**src/rtl/match_counter_if.sv**
```systemverilog
// Control/status bundle for match_counter: start/stop/target in, count/busy/done out.
// prescale_i exists only when MATCH_COUNTER_PRESCALE_EN is defined.
interface match_counter_if #(
    parameter int DATA_WIDTH  = 13
`ifdef MATCH_COUNTER_PRESCALE_EN
    ,
    parameter int PRESC_WIDTH = 8
`endif
);
    logic                   start_i;
    logic                   stop_i;
    logic [DATA_WIDTH-1:0]  target_i;
    logic                   auto_reload_i;
`ifdef MATCH_COUNTER_PRESCALE_EN
    logic [PRESC_WIDTH-1:0] prescale_i;
`endif
    logic [DATA_WIDTH-1:0]  count_o;
    logic                   busy_o;
    logic                   done_o;

    modport master (
        output start_i, stop_i, target_i, auto_reload_i,
`ifdef MATCH_COUNTER_PRESCALE_EN
        output prescale_i,
`endif
        input  count_o, busy_o, done_o
    );

    modport slave (
        input  start_i, stop_i, target_i, auto_reload_i,
`ifdef MATCH_COUNTER_PRESCALE_EN
        input  prescale_i,
`endif
        output count_o, busy_o, done_o
    );
endinterface

```
**src/rtl/match_counter.sv**
```systemverilog
// Programmable up-counter with terminal-match done pulse, one-shot or auto-reload.
// Define MATCH_COUNTER_PRESCALE_EN to add a tick prescaler (prescale_i on the interface).
module match_counter #(
    parameter int DATA_WIDTH  = 13
`ifdef MATCH_COUNTER_PRESCALE_EN
    ,
    parameter int PRESC_WIDTH = 8
`endif
) (
    input  logic               clk_i,
    input  logic               rstn_i,
    match_counter_if.slave     bus
);

    typedef enum logic {
        IDLE = 1'b0,
        RUN  = 1'b1
    } state_e;

    localparam logic [DATA_WIDTH-1:0] CNT_ONE = {{(DATA_WIDTH-1){1'b0}}, 1'b1};

    state_e                  state_q;
    logic [DATA_WIDTH-1:0]   count_q;
    logic [DATA_WIDTH-1:0]   target_q;
    logic                    reload_q;
    logic                    busy_q;
    logic                    done_q;
    logic                    tick;
    logic                    match;

`ifdef MATCH_COUNTER_PRESCALE_EN
    localparam logic [PRESC_WIDTH-1:0] PRESC_ONE = {{(PRESC_WIDTH-1){1'b0}}, 1'b1};

    logic [PRESC_WIDTH-1:0]  presc_q;
    logic [PRESC_WIDTH-1:0]  presc_cnt_q;

    assign tick = (presc_cnt_q == presc_q);
`else
    assign tick = 1'b1;
`endif

    // count_q never passes target_q, so the increment below cannot wrap.
    assign match = (count_q == target_q);

    always_ff @(posedge clk_i or negedge rstn_i) begin
        if (!rstn_i) begin
            state_q     <= IDLE;
            count_q     <= '0;
            target_q    <= '0;
            reload_q    <= 1'b0;
            busy_q      <= 1'b0;
            done_q      <= 1'b0;
`ifdef MATCH_COUNTER_PRESCALE_EN
            presc_q     <= '0;
            presc_cnt_q <= '0;
`endif
        end else begin
            // NOTE: non-blocking throughout so every register sees pre-edge values;
            // the default below makes done_q a single-cycle pulse.
            done_q <= 1'b0;
            case (state_q)
                IDLE: begin
                    if (bus.start_i && !bus.stop_i) begin
                        target_q    <= bus.target_i;
                        reload_q    <= bus.auto_reload_i;
                        count_q     <= '0;
                        busy_q      <= 1'b1;
                        state_q     <= RUN;
`ifdef MATCH_COUNTER_PRESCALE_EN
                        presc_q     <= bus.prescale_i;
                        presc_cnt_q <= '0;
`endif
                    end
                end
                RUN: begin
                    if (bus.stop_i) begin
                        busy_q      <= 1'b0;
                        state_q     <= IDLE;
`ifdef MATCH_COUNTER_PRESCALE_EN
                        presc_cnt_q <= '0;
`endif
                    end else if (tick) begin
`ifdef MATCH_COUNTER_PRESCALE_EN
                        presc_cnt_q <= '0;
`endif
                        if (!match) begin
                            count_q <= count_q + CNT_ONE;
                        end else begin
                            done_q <= 1'b1;
                            if (reload_q) begin
                                count_q <= '0;
                            end else begin
                                busy_q  <= 1'b0;
                                state_q <= IDLE;
                            end
                        end
                    end
`ifdef MATCH_COUNTER_PRESCALE_EN
                    else begin
                        presc_cnt_q <= presc_cnt_q + PRESC_ONE;
                    end
`endif
                end
                default: state_q <= IDLE;
            endcase
        end
    end

    assign bus.count_o = count_q;
    assign bus.busy_o  = busy_q;
    assign bus.done_o  = done_q;

endmodule

```
**src/flat_wrapper.sv**
```systemverilog
// flat-port wrapper written by rule: the top's interface ports become plain ports
module match_counter_flat 
#(
    parameter int DATA_WIDTH  = 13

)
  (clk_i, rstn_i, bus_start_i, bus_stop_i, bus_target_i, bus_auto_reload_i, bus_count_o, bus_busy_o, bus_done_o);
  match_counter_if #(.DATA_WIDTH(DATA_WIDTH)) bus_i ();
  input  logic clk_i;
  input  logic rstn_i;
  input wire logic [$bits(bus_i.start_i)-1:0] bus_start_i;
  input wire logic [$bits(bus_i.stop_i)-1:0] bus_stop_i;
  input wire logic [$bits(bus_i.target_i)-1:0] bus_target_i;
  input wire logic [$bits(bus_i.auto_reload_i)-1:0] bus_auto_reload_i;
  output wire logic [$bits(bus_i.count_o)-1:0] bus_count_o;
  output wire logic [$bits(bus_i.busy_o)-1:0] bus_busy_o;
  output wire logic [$bits(bus_i.done_o)-1:0] bus_done_o;
  assign bus_i.start_i = bus_start_i;
  assign bus_i.stop_i = bus_stop_i;
  assign bus_i.target_i = bus_target_i;
  assign bus_i.auto_reload_i = bus_auto_reload_i;
  assign bus_count_o = bus_i.count_o;
  assign bus_busy_o = bus_i.busy_o;
  assign bus_done_o = bus_i.done_o;
  match_counter #(.DATA_WIDTH(DATA_WIDTH)) u_core (.clk_i(clk_i), .rstn_i(rstn_i), .bus(bus_i));
endmodule
```
**config.mk**
```make
export PLATFORM = sky130hd
export DESIGN_NAME = match_counter_flat
export DESIGN_NICKNAME = d
export VERILOG_FILES = /design/src/rtl/match_counter_if.sv /design/src/rtl/match_counter.sv /design/src/flat_wrapper.sv
export SDC_FILE = /design/constraint.sdc
export NUM_CORES = 1
export LEC_CHECK = 0
export BUFFER_PORTS_ARGS = -buffer_cell sky130_fd_sc_hd__clkbuf_2
export CAP_MARGIN = 20
export CORE_UTILIZATION = 54
export CTS_CLUSTER_DIAMETER = 100
export DETAILED_ROUTE_END_ITERATION = 8
export GPL_TIMING_DRIVEN = 0
export PLACE_DENSITY = 0.81
export SETUP_SLACK_MARGIN = 0.05
export SLEW_MARGIN = 15
export SYNTH_ARGS = -nofsm -noshare
export SYNTH_HDL_FRONTEND = slang
export SYNTH_SLANG_ARGS = --single-unit
```
**constraint.sdc**
```tcl
create_clock -name clk_i -period 3.1 [get_ports clk_i]
set_clock_uncertainty 0.05 [all_clocks]
set_input_delay 0.465 -clock clk_i [delete_from_list [all_inputs] [get_ports clk_i]]
set_output_delay 0.465 -clock clk_i [all_outputs]
set_load 0.01 [all_outputs]
```
[After elaboration in Yosys (flattened, before gate mapping)]
Index checks and enable logic that the tools add are counted.
Operators by class
  multipliers: 0
  $lt $le $gt $ge: 0
  div/mod/pow operators: 0
  reductions and logical operators: 5
  add/sub/neg operators: 1
  shifts and indexed selects: 0
  bitwise gates (word level): 1
  mux-type cells: 18
  equal/unequal tests: 6
Operator list (count)
  $mux W13: 4
  $pmux W13 S2: 1
  $add A13 B1 Y13 const B: 1
  $eq A13 B13 Y1: 1
  $mux W1: 11
  $ne A3 B3 Y1 const B: 3
  $reduce_and A3 Y1: 2
  $pmux W1 S2: 2
  $ne A2 B1 Y1 const B: 1
  $ne A2 B2 Y1 const B: 1
  $reduce_and A2 Y1: 1
  $logic_and A1 B1 Y1: 1
  $logic_not A1 Y1: 1
  $not A1 Y1: 1
Word-level totals
  memories: 0
  bits in registers: 30
  ROM bits: 0
  memory bits (writable): 0
  bits in latches: 0
  input port bits: 18

[Logic depth before layout (Yosys ltp)]
  depth in word-level cells: 4
  mapped depth: 7
  gate-level depth less buffers: 6

[Least setup slack after synthesis]
OpenSTA, ideal clock, no wires.
  kind: register to register
  from: register u_core.count_q[0], in the netlist u_core.bus.count_o[0]
  to: register u_core.count_q[10], in the netlist u_core.bus.count_o[10]
  stages on the path, launching flop included: 7
  setup time: 125 ps
  clock period less this slack: 1897 ps
  arrival: 1722 ps
  slack: 1203 ps
  required time: 2925 ps
  buffers on the path: 0
  cell sequence: dfrtp_1 ha_1 and4_1 or4b_1 and3_1 o21ai_0 o21ai_1
On the way
  longest elaborated chain between the ends: 4
  elaborated cells on any way between the ends: 7
  those cells by class: add/sub (1); eq/ne (2); mux (3); reduce/logical (1)
RTL lines
  from (decl): RTL line match_counter.sv:23  | logic [DATA_WIDTH-1:0] count_q;
  from (signal assigned): RTL line match_counter.sv:87  | count_q <= count_q + CNT_ONE;
  $add A13 B1 Y13 / $eq A13 B13 Y1 (equally long branches): RTL line match_counter.sv:87, match_counter.sv:43
  $mux W13: RTL line match_counter.sv:86  | if (!match) begin
  $mux W13: RTL line match_counter.sv:76  | if (bus.stop_i) begin
  $pmux W13 S2: RTL line match_counter.sv:61  | case (state_q)
Several ways; a longest one is shown, not always the timed one. The select of a mux whose other input is x is not followed.
A chain may end at the register's enable or synchronous reset.

[Worst setup path in the final report]
  from: register u_core.count_q[4], in the netlist u_core.bus.count_o[4]
  to: register u_core.count_q[1], in the netlist u_core.bus.count_o[1]
On the way
  longest elaborated chain between the ends: 4
  elaborated cells on any way between the ends: 6
  those cells by class: eq/ne (2); mux (3); reduce/logical (1)
RTL lines
  $eq A13 B13 Y1 *: RTL line match_counter.sv:43  | assign match = (count_q == target_q);
  $mux W13: RTL line match_counter.sv:86
  $mux W13: RTL line match_counter.sv:76
  $pmux W13 S2: RTL line match_counter.sv:61
Every way passes the cells marked *; elsewhere a longest branch is shown, timed or not. The select of a mux whose other input is x is not followed.

==> results.sh <==
export IMPL_vias=1349
export IMPL_crit_family="simple AND/OR/NAND/NOR gates"
export IMPL_internal_power_uw=885
export IMPL_comb_power_share_pct=32.6
export IMPL_portBuffers=32
export IMPL_setup_viol=0
export IMPL_antenna_left=0
export IMPL_ir_worst_vdd_v=0.000432
export IMPL_numCtsBuffers=5
export IMPL_yosys_warnings=0
export IMPL_clock_path_buffers=2
export IMPL_fin_ws_ns=1.04
export IMPL_cts_root_buf="clkbuf_4"
export IMPL_grt_pass1_vias=1380
export IMPL_ctsResizeCount=0
export IMPL_postSynthAreaPerCell_um2=10.4
export IMPL_crit_chain="xor2_1 > nor4_2 > nand4_1 > a31o_2 > mux2_4"
export IMPL_num_io_pins=33
export IMPL_worstPathRequired_ns=3.28
export IMPL_syn_inst=155
export IMPL_ys_top_cells_by_area="dfrtp_1, mux2_2, xor2_1"
export IMPL_tns_ns=0
export IMPL_antenna_found_initial=0
export IMPL_min_period_over_period_pct=66.5
export IMPL_post_route_min_period_ns=2.06
export IMPL_postCtsHoldBufs=0
export IMPL_synth_nets=174
export IMPL_drt_vias_per_instance=5.97
export IMPL_antennaDiodeCount=0
export IMPL_slew_headroom_pct=52.3
export IMPL_cpMaxStageDelayCell="dfrtp_1"
export IMPL_cp_end_kind="flip-flop"
export IMPL_syn_to_final_growth_pct=17.1
export IMPL_grt_pass1_wl_um=6240
export IMPL_worst_pin_slew_ns=0.715
export IMPL_cp_num_buf_inv=0
export IMPL_layout_common_cells="clkbuf_2, dfrtp_1, mux2_2"
export IMPL_synth_seq_cells=30
export IMPL_dr_pass1_iters=7
export IMPL_core_rowCount=19
export IMPL_nets=213
export IMPL_cp_max_fo=8
export IMPL_violations="DRC"
export IMPL_syn_cell_area_um2=1620
export IMPL_hold_path_class="in -> async"
export IMPL_p_seq_share_pct=45.7
export IMPL_clk_latency_ns=0.35
export IMPL_outcome="complete, but fails checks"
export IMPL_post_synth_top_area_fraction_pct=46.5
export IMPL_p_leak_uw=0.000921
export IMPL_hold_violations=0
export IMPL_fill_cells=215
export IMPL_max_stage_delay_ns=0.50
export IMPL_hpwl_um=2580
export IMPL_wl_per_cell_um=15.6
export IMPL_register_area_um2=751
export IMPL_yosysUniqueCellTypes=28
export IMPL_post_route_drc_count=4
export IMPL_final_common_cell="clkbuf_2"
export IMPL_cts_tree="yes"
export IMPL_drive_above_1_share_pct=36.4
export IMPL_ys_seq_area_share_pct=46.5
export IMPL_crit_type="reg -> reg"
export IMPL_clock_sinks=30
export IMPL_place_congestion=0.790
export IMPL_grt_usage_pct=26.1
export IMPL_swShare_pct=37.8
export IMPL_cp_start_kind="flip-flop"
export IMPL_startpoint="u_core.bus.count_o[4]"
export IMPL_die_y_um=56.7
export IMPL_drt_iter0_drc=65
export IMPL_yosysTopAreaCell="dfrtp_1"
export IMPL_start_util_pct=57.6
export IMPL_slew_viol_final=0
export IMPL_h_tree_depth=2
export IMPL_crit_arrival_ns=2.24
export IMPL_p_clk_share_pct=21.7
export IMPL_cts_setup_buffers=0
export IMPL_fmaxAchievable_mhz=485
export IMPL_grt_max_degree=31
export IMPL_drt_wl_total_um=3520
export IMPL_fin_util_pct=67.4
export IMPL_place_ws_ns=1.04
export IMPL_max_cap_viol_count=0
export IMPL_die_area_um2=3210
export IMPL_multi_input_area_um2=772
export IMPL_die_w_um=56.7
export IMPL_grt_ovfl_total=0
export IMPL_r2r_start="u_core.bus.count_o[4]"
export IMPL_p_sw_uw=538
export IMPL_core_um2=2810
export IMPL_reg2reg_slack_ns=1.04
export IMPL_powerDensity_nw_per_um2=752
export IMPL_grt_setup_unrepaired="no"
export IMPL_clk_transition_reported_paths_ns=0.10
## per-stage QoR
stage	std cells	cell area (um2)	hold slack [ns]	power (uW)
CTS	226	1890	0.121	1430
detailed placement	218	1810	0.464	1120
finish	226	1890	0.104	1420
global placement	218	1810	0.451	1090
global route	226	1890	0.167	1520
floorplan	155	1620	0.119	943
## logic make-up after synthesis
logic type / count (synthesis) / share of synthesized area, %
buf+inv: 20 / 5.73
xor+xnor: 13 / 7.05
compound gates: 27 / 11.1
fa+ha+maj: 1 / 0.774
simple gates: 49 / 18.2
flops: 30 / 46.5
mux: 15 / 10.7
## worst paths after layout
path                       cells after the start                    end
max                                            5  u_core.bus.count_o[1]
min                                            1  u_core.bus.count_o[2]
max reg2reg                                    5  u_core.bus.count_o[1]
min reg2reg                                    1     u_core.target_q[5]
max in group asynchronous                      1  u_core.bus.count_o[9]
min in group clk_i                             2     u_core.target_q[7]
## sequential cells by signal (all words and copies together) (netlist names)
signal,count
u_core.state_q,1
u_core.bus.done_o,1
u_core.bus.count_o,13
u_core.reload_q,1
u_core.target_q,13
u_core.bus.busy_o,1
## final cells by class
class	instances	share of cell area (%)
multi-input cells	105	40.8
flip-flops and latches	30	39.7
repair buffers	32	8.47
inverters	13	2.58
plain buffers	7	2.31
clock inverters	3	2.12
well taps	31	2.05
clock buffers	5	1.98
## worst register-to-register path, stage by stage (launching register included)
cell and delay (ns):
dfrtp_1 0.50, xor2_1 0.21, nor4_2 0.36, nand4_1 0.20, a31o_2 0.33, mux2_4 0.30
## Yosys cell counts
| master | number |
|---|---|
| o21ai_2 | 8 |
| and2_1 | 1 |
| nor3b_1 | 1 |
| xor2_1 | 13 |
| mux2_4 | 1 |
| nor3_1 | 10 |
| nor3b_2 | 1 |
| buf_2 | 2 |
| a21oi_1 | 1 |
| o21ai_1 | 2 |
| nand3_1 | 4 |
| nor2_1 | 4 |
| and3_1 | 10 |
| buf_6 | 2 |
| nor4_2 | 2 |
| ha_1 | 1 |
| inv_1 | 13 |
| nor4_1 | 2 |
| a31o_2 | 1 |
| nand4_1 | 5 |
| and4_1 | 1 |
| or4b_1 | 2 |
| nand2_1 | 6 |
| clkbuf_1 | 3 |
| o21ai_0 | 13 |
| dfrtp_1 | 30 |
| o211a_1 | 2 |
| mux2_2 | 14 |
## metal layers
metal / part of all wire (%) / GRT usage [%] / vias up
li1: - / - / 628
met1: 39 / 31.9 / 644
met2: 52 / 42.3 / 72
met3: 7.9 / 8.99 / 5
met4: 1.7 / 9.64 / 0
met5: 0 / 0 / -
## power groups by stage
| stage | Sequential (uW) | Clock, uW | Combinational, uW |
|---|---|---|---|
| floorplan | 647 | 0 | 296 |
| global placement | 646 | 0 | 443 |
| detailed placement | 656 | 0 | 465 |
| CTS | 648 | 316 | 467 |
| global route | 668 | 334 | 518 |
| finish | 650 | 308 | 464 |
No activity file was read; power rests on OpenSTA's default activity.
